File: config.mk
export PLATFORM = sky130hd
export DESIGN_NAME = input_conditioner
export DESIGN_NICKNAME = d
export VERILOG_FILES = /design/src/rtl/input_pkg.sv /design/src/rtl/debounce_channel.sv /design/src/rtl/input_conditioner.sv
export SDC_FILE = /design/constraint.sdc
export NUM_CORES = 1
export LEC_CHECK = 0
export BUFFER_PORTS_ARGS = -buffer_cell sky130_fd_sc_hd__buf_4
export CAP_MARGIN = 5
export CORE_ASPECT_RATIO = 0.9
export CORE_MARGIN = 2
export CORE_UTILIZATION = 45
export DETAILED_ROUTE_END_ITERATION = 10
export HOLD_SLACK_MARGIN = 0.08
export PLACE_DENSITY = 0.7
export SLEW_MARGIN = 20
export SYNTH_ARGS = -nofsm -noshare
export SYNTH_HDL_FRONTEND = slang
export SYNTH_SLANG_ARGS = --single-unit
File: constraint.sdc
create_clock -name clk -period 2.65 [get_ports clk]
set_input_delay 0.265 -clock clk [delete_from_list [all_inputs] [get_ports clk]]
set_output_delay 0.265 -clock clk [all_outputs]
set_load 0.005 [all_outputs]
File: src/rtl/input_pkg.sv
// Shared types and default constants for the switch/button input conditioner.
package input_pkg;

    // Per-channel debounce state: two stable levels plus a pending state for each direction.
    typedef enum logic [1:0] {
        STABLE_LO,
        PEND_HI,
        STABLE_HI,
        PEND_LO
    } db_state_t;

    localparam int unsigned CLK_HZ      = 100_000_000;
    localparam int unsigned DEBOUNCE_MS = 10;

    // 10 ms at 100 MHz gives 1_000_000 stable edges.
    localparam int unsigned DEFAULT_STABLE_CYCLES = (CLK_HZ / 1000) * DEBOUNCE_MS;

endpackage

File: src/rtl/debounce_channel.sv
// One input channel: two-flop synchroniser, stable-time debounce FSM and edge pulses.
module debounce_channel
    import input_pkg::*;
#(
    parameter int unsigned STABLE_CYCLES = DEFAULT_STABLE_CYCLES
) (
    input  logic clk,
    input  logic rst_n,
    input  logic raw_i,
    output logic clean_o,
    output logic rise_o,
    output logic fall_o
);

    localparam int unsigned      CNT_W    = $clog2(STABLE_CYCLES + 1);
    localparam logic [CNT_W-1:0] CNT_ONE  = CNT_W'(1);
    localparam logic [CNT_W-1:0] CNT_LAST = CNT_W'(STABLE_CYCLES - 1);

    // A single-edge qualification window would make the pending states meaningless.
    if (STABLE_CYCLES < 2) begin : g_bad_cfg
        $error("debounce_channel: STABLE_CYCLES must be >= 2");
    end

    logic             meta_q;
    logic             sync_q;
    db_state_t        state_q, state_d;
    logic [CNT_W-1:0] cnt_q, cnt_d;
    logic             clean_q, clean_d;
    logic             rise_q, rise_d;
    logic             fall_q, fall_d;

    // Bring the asynchronous pad into the clk domain.
    always_ff @(posedge clk or negedge rst_n) begin
        if (!rst_n) begin
            meta_q <= 1'b0;
            sync_q <= 1'b0;
        end else begin
            meta_q <= raw_i;
            sync_q <= meta_q;
        end
    end

    // Debounce state, qualification counter and registered outputs.
    always_ff @(posedge clk or negedge rst_n) begin
        if (!rst_n) begin
            state_q <= STABLE_LO;
            cnt_q   <= '0;
            clean_q <= 1'b0;
            rise_q  <= 1'b0;
            fall_q  <= 1'b0;
        end else begin
            state_q <= state_d;
            cnt_q   <= cnt_d;
            clean_q <= clean_d;
            rise_q  <= rise_d;
            fall_q  <= fall_d;
        end
    end

    // Next state: count consecutive differing edges; any agreeing edge drops back and clears the count.
    always_comb begin
        state_d = state_q;
        cnt_d   = cnt_q;
        clean_d = clean_q;
        rise_d  = 1'b0;
        fall_d  = 1'b0;
        case (state_q)
            STABLE_LO: begin
                cnt_d = '0;
                if (sync_q) begin
                    state_d = PEND_HI;
                    cnt_d   = CNT_ONE;
                end
            end
            PEND_HI: begin
                if (!sync_q) begin
                    state_d = STABLE_LO;
                    cnt_d   = '0;
                end else if (cnt_q == CNT_LAST) begin
                    state_d = STABLE_HI;
                    cnt_d   = '0;
                    clean_d = 1'b1;
                    rise_d  = 1'b1;
                end else begin
                    cnt_d = cnt_q + CNT_ONE;
                end
            end
            STABLE_HI: begin
                cnt_d = '0;
                if (!sync_q) begin
                    state_d = PEND_LO;
                    cnt_d   = CNT_ONE;
                end
            end
            PEND_LO: begin
                if (sync_q) begin
                    state_d = STABLE_HI;
                    cnt_d   = '0;
                end else if (cnt_q == CNT_LAST) begin
                    state_d = STABLE_LO;
                    cnt_d   = '0;
                    clean_d = 1'b0;
                    fall_d  = 1'b1;
                end else begin
                    cnt_d = cnt_q + CNT_ONE;
                end
            end
            default: begin
                state_d = STABLE_LO;
                cnt_d   = '0;
                clean_d = 1'b0;
            end
        endcase
    end

    assign clean_o = clean_q;
    assign rise_o  = rise_q;
    assign fall_o  = fall_q;

endmodule

File: src/rtl/input_conditioner.sv
// Board input conditioner: one independent debounce channel per switch/button pin.
module input_conditioner
    import input_pkg::*;
#(
    parameter int unsigned WIDTH         = 20,
    parameter int unsigned STABLE_CYCLES = DEFAULT_STABLE_CYCLES
) (
    input  logic             clk,
    input  logic             rst_n,
    input  logic [WIDTH-1:0] raw_i,
    output logic [WIDTH-1:0] clean_o,
    output logic [WIDTH-1:0] rise_o,
    output logic [WIDTH-1:0] fall_o
);

    // Channels share nothing but clock and reset.
    for (genvar g = 0; g < WIDTH; g++) begin : g_ch
        debounce_channel #(
            .STABLE_CYCLES(STABLE_CYCLES)
        ) u_ch (
            .clk    (clk),
            .rst_n  (rst_n),
            .raw_i  (raw_i[g]),
            .clean_o(clean_o[g]),
            .rise_o (rise_o[g]),
            .fall_o (fall_o[g])
        );
    end

endmodule
Word level (Yosys, flattened, before mapping)

Index checks and enable logic that the tools add are counted.

Bits in writable memories: 0
Input port bits: 22
Bits in read-only memories: 0
Register bits after elaboration: 540
Bits in latches: 0
Memories kept: 0
Word-level logic and storage cells: 940

Shift-type cells: 0
$add $sub $neg: 20
Bitwise gates (word level): 0
Multipliers: 0
$lt $le $gt $ge: 0
Div/mod/pow operators: 0
Muxes and demuxes: 460
Reductions and logical operators: 80
Eq/ne operators: 240

Operator list:

| kind                    | count |
|---|---|
| $pmux W20 S4            | 20 |
| $mux W20                | 60 |
| $add A20 B1 Y20 const B | 20 |
| $eq A20 B20 Y1 const B  | 20 |
| $mux W2                 | 120 |
| $mux W1                 | 220 |
| $ne A2 B1 Y1 const B    | 80 |
| $pmux W2 S4             | 20 |
| $reduce_and A5 Y1       | 20 |
| $eq A2 B2 Y1 const B    | 40 |
| $ne A2 B2 Y1 const B    | 40 |
| $reduce_and A4 Y1       | 20 |
| $ne A3 B1 Y1 const B    | 20 |
| $ne A3 B3 Y1 const B    | 20 |
| $eq A2 B1 Y1 const B    | 20 |
| $logic_not A2 Y1        | 20 |
| $pmux W1 S2             | 20 |
| $reduce_bool A2 Y1      | 20 |

Depth between registers and ports, before layout

Depth after elaboration: 4
Gate-level depth with buffers: 8

By module

A second synthesis with hierarchy kept.

Cells, all modules: 2492
Area total of the unflattened synthesis: 25674.6 um^2

Modules (own cells, without submodules):

| module                              | area each (um^2) | cells each | seq. area each (um^2) | instances |
|---|---|---|---|---|
| debounce_channel (g_ch[0].u_ch ...) | 1283.7           | 124        | 675.6                 | 16 |
| debounce_channel (g_ch[7].u_ch ...) | 1285.0           | 125        | 675.6                 | 2 |
| debounce_channel (g_ch[9].u_ch)     | 1303.8           | 132        | 675.6                 | 1 |
| debounce_channel (g_ch[6].u_ch)     | 1261.2           | 126        | 675.6                 | 1 |

Worst setup path before layout

No wires, ideal clock.

Path type: register -> register
Start point: register g_ch[9].u_ch.cnt_q[8]
End point: register g_ch[9].u_ch.clean_q
Arrival time: 2.030 ns
Cell stages (with the launch flop): 6
Period minus slack after synthesis: 2.154 ns
Data required time: 2.526 ns
Setup slack: 0.496 ns
Setup time: 0.124 ns
Path through: dfrtp_1 > or4b_1 > or4_1 > buf_2 > or2_4 > a211o_1

Word-level cells in the longest chain between the ends: 3

RTL lines:

| what                                 | line                                           | source |
|---|---|---|
| from (decl)                          | debounce_channel.sv:27                         | `logic [CNT_W-1:0] cnt_q, cnt_d;` |
| from (signal assigned)               | debounce_channel.sv:53                         | `cnt_q <= cnt_d;` |
| $eq A20 B20 Y1 *                     | debounce_channel.sv:79, debounce_channel.sv:99 |  |
| $ne A2 B1 Y1 (no source line)        | -                                              |  |
| $reduce_and A5 Y1 (no source line) * | -                                              |  |
| to (signal assigned)                 | debounce_channel.sv:54                         | `clean_q <= clean_d;` |
| to (decl)                            | debounce_channel.sv:28                         | `logic clean_q, clean_d;` |

Every way passes the cells marked *; elsewhere a longest branch is shown, timed or not.
A chain may end at the register's enable or synchronous reset.

Worst setup path after layout

Start point: register g_ch[3].u_ch.cnt_q[6]
End point: register g_ch[3].u_ch.cnt_q[17]

Word-level cells in the longest chain between the ends: 4

RTL lines:

| what                                                     | line                                           | source |
|---|---|---|
| from (decl)                                              | debounce_channel.sv:27                         |  |
| from (signal assigned)                                   | debounce_channel.sv:53                         |  |
| $add A20 B1 Y20 / $eq A20 B20 Y1 (equally long branches) | -                                              |  |
| $mux W20 *                                               | debounce_channel.sv:79, debounce_channel.sv:99 |  |
| $mux W20 (on tied branches)                              | debounce_channel.sv:96, debounce_channel.sv:76 |  |
| $pmux W20 S4 *                                           | debounce_channel.sv:67                         | `case (state_q)` |
| net g_ch[3].u_ch.cnt_d[17]                               | debounce_channel.sv:27                         |  |

Mark *: on every way through the listed nets, which the timed path passes. The rest lies on a longest branch.

==> impl_metrics.env <==
export IMPL_status="complete, no violations"
export IMPL_overflow=0
export IMPL_synthAdderAreaFrac=0.00981
export IMPL_crit_arrival_ps=2810
export IMPL_synthXorXnorAreaFrac=0.0916
export IMPL_clock_latency_ps=620
export IMPL_synth_area_leaders="dfrtp_1 (53%), xnor2_1 (5.9%), nor2_1 (4.9%)"
export IMPL_tns_ps=0
export IMPL_synth_top_family_by_area="simple AND/OR/NAND/NOR gates"
export IMPL_drt_wl_total_mm=48.9
export IMPL_cts_buffers=56
export IMPL_dieHeight_um=230
export IMPL_finalNetCount=2662
export IMPL_cts_tree="yes"
export IMPL_nFillCells=4892
export IMPL_cap_viol_max_count=0
export IMPL_relSlewSlack=0.575
export IMPL_end_kind="flip-flop"
export IMPL_cp_cell_sequence="or4_1 -> nor4_1 -> a21o_1 -> a21oi_1"
export IMPL_leakagePower_nw=11.6
export IMPL_crit_type="reg -> reg"
export IMPL_grt_setup_unrepaired="no"
export IMPL_syn_nets=2587
export IMPL_synthDominantCellAreaShare=0.530
export IMPL_initial_core_util=0.456
export IMPL_grt_pass1_vias=19000
export IMPL_drc=0
export IMPL_worst_pin_slew_ps=631
export IMPL_clock_sinks=540
export IMPL_synth_distinct_cells=59
export IMPL_synth_area_mm2=0.0255
export IMPL_ys_warn_count=0
export IMPL_drive_gt1_frac=0.0926
export IMPL_cts_resized=0
export IMPL_max_vdd_ir_drop_mv=0.516
export IMPL_synth_most_common_cell="dfrtp_1"
export IMPL_postLayoutCoreUtil=0.519
export IMPL_slowest_stage="a21o_1"
export IMPL_fin_worst_skew_ps=34.1
export IMPL_grt_total_usage=0.172
export IMPL_fin_hold_ws_ps=245
export IMPL_dieArea_mm2=0.0586
export IMPL_powerDensity_mw_per_mm2=612
export IMPL_setup_viol=0
export IMPL_clk_pin_slew_worst_paths_ps=60
export IMPL_synthCells=2545
export IMPL_cts_htree_levels=2
export IMPL_post_route_period_util=0.890
export IMPL_die_x_um=255
export IMPL_cts_path_max_buffers=3
export IMPL_grt_pass1_wl_mm=86.9
export IMPL_synth_edf_count=0
export IMPL_crit_required_ps=3100
export IMPL_coreArea_mm2=0.0559
export IMPL_antenna_found_initial=1
export IMPL_dr_pass1_iters=7
export IMPL_hold_class="in -> async"
export IMPL_drv_slew=0
export IMPL_wl_per_cell_um=14.3
export IMPL_critical_path_max_stage_delay_ps=580
export IMPL_synth_simple_gate_area_frac=0.241
export IMPL_vias=18800
export IMPL_critPathLaunchType="flip-flop"
export IMPL_synth_mux_area_frac=0.00657
export IMPL_io_buffers=81
export IMPL_cp_num_buf_inv=0
export IMPL_syn_to_final_growth_pct=13.7
export IMPL_viasPerCell=5.48
export IMPL_synth_ff_type="dfrtp_1"
export IMPL_hold_viol_final=0
export IMPL_cts_root_buf="clkbuf_16"
export IMPL_synth_largest_area_cell="dfrtp_1"
export IMPL_fp_row_count=82
export IMPL_crit_fanout=19
export IMPL_async_reset_ff_frac=1.00
export IMPL_first_iter_violations=1349
export IMPL_gp_congestion=0.848
export IMPL_fmax_ghz=0.424
export IMPL_dp_hpwl_mm=32.4
export IMPL_avgSynthCellArea_um2=10.0
export IMPL_synth_compound_area_frac=0.0776
export IMPL_critPathTopFamily="simple AND/OR/NAND/NOR gates"
export IMPL_post_route_min_period_ps=2360
export IMPL_grt_max_degree=75
export IMPL_ios=82
export IMPL_synth_common_cells="dfrtp_1 (540), nor2_1 (330), xnor2_1 (173), nand3_1 (149), nand2_1 (135)"
export IMPL_antenna_cells=0
export IMPL_antenna_left=0
export IMPL_seq_area_frac_synth=0.530
export IMPL_ys_seq_elements=540
-- cell usage in the layout, fill, tap and decap left out, types with 12 or more instances in the layout --
| cell | count |
|---|---|
| nor3_1 | 51 |
| clkinv_2 | 15 |
| and3_1 | 45 |
| nor4_1 | 65 |
| ha_1 | 20 |
| and2_1 | 18 |
| xor2_1 | 94 |
| nand4_1 | 95 |
| o31ai_1 | 36 |
| nand2_1 | 135 |
| inv_1 | 112 |
| dfrtp_1 | 540 |
| bufinv_16 | 14 |
| nor2_1 | 330 |
| o21ai_0 | 93 |
| nor3b_1 | 21 |
| nor4b_1 | 12 |
| mux2_2 | 14 |
| dlygate4sd3_1 | 21 |
| a21oi_1 | 116 |
| nand4b_1 | 13 |
| or4_1 | 57 |
| clkbuf_16 | 58 |
| buf_4 | 105 |
| and4_1 | 32 |
| xnor2_1 | 173 |
| or3_1 | 82 |
| nand3_1 | 149 |
-- stage by stage --
step	total power [mW]	instance area [um2]	instances	setup slack [ps]
floorplan	8.79	25500	2545	496
global placement	9.07	26700	3297	406
detailed placement	9.09	26700	3297	298
CTS	18.1	29000	3422	290
global route	18.5	29000	3422	67.2
finish	17.8	29000	3422	291
-- flip-flops by register name, indices dropped and copies added, names as in the netlist, named ones only --
signal and flops:
g_ch.u_ch.fall_o 20, g_ch.u_ch.cnt_q 400, g_ch.u_ch.sync_q 20, g_ch.u_ch.rise_o 20, g_ch.u_ch.state_q 20, g_ch.u_ch.meta_q 20, g_ch.u_ch.clean_o 20
-- path summary, 6_finish.rpt --
path / from / end / slack [ps] / depth (start not counted)
setup reg to reg: g_ch[3].u_ch.cnt_q[6] / g_ch[3].u_ch.cnt_q[17] / 290 / 4
setup / recovery: g_ch[3].u_ch.cnt_q[6] / g_ch[3].u_ch.cnt_q[17] / 290 / 4
hold reg to reg: g_ch[2].u_ch.meta_q / g_ch[2].u_ch.sync_q / 350 / 0
min in group clk: raw_i[16] / g_ch[16].u_ch.meta_q / 290 / 2
hold / removal: rst_n / g_ch[2].u_ch.cnt_q[17] / 250 / 2
max in group asynchronous: rst_n / g_ch[9].u_ch.cnt_q[17] / 1580 / 3
-- layer usage --
layer | GRT usage | vias up | wire length, um | share of wire
li1 | - | 9163 | - | -
met1 | 0.228 | 9235 | 22400 | 0.46
met2 | 0.287 | 272 | 23700 | 0.48
met3 | 0.0282 | 92 | 1710 | 0.035
met4 | 0.0583 | 2 | 1090 | 0.022
met5 | 0 | - | 12 | 0.00025
-- cell families after synthesis --
family          count (synthesis)
compound gates                324
xor+xnor                      267
fa+ha+maj                      20
buf+inv                       229
flops                         540
mux                            15
simple gates                 1150
-- layout make-up --
cell class | count | area (um2) | area share
clock buffer | 67 | 1540 | 0.0529
clock inverter | 37 | 564 | 0.0194
inverter | 112 | 420 | 0.0145
multi-input combinational | 1776 | 10900 | 0.375
sequential | 540 | 13500 | 0.466
tap | 756 | 946 | 0.0326
timing repair buffer | 134 | 1150 | 0.0398
-- repair_timing --
| item | in CTS | in global routing |
|---|---|---|
| endpoints found under the hold margin | 76 | 0 |
| endpoints found under the setup margin | 0 | 0 |
| hold buffers | 21 | 0 |
| buffers inserted | 0 | 0 |
-- power by group --
| part | leakage, nW | total (mW) | internal [mW] | switching, mW |
|---|---|---|---|---|
| registers | 7.36 | 8.44 | 8.34 | 0.0996 |
| clock network | 1.02 | 8.81 | 5.49 | 3.32 |
| logic | 3.20 | 0.508 | 0.166 | 0.342 |
(Power assumes the default switching activity.)
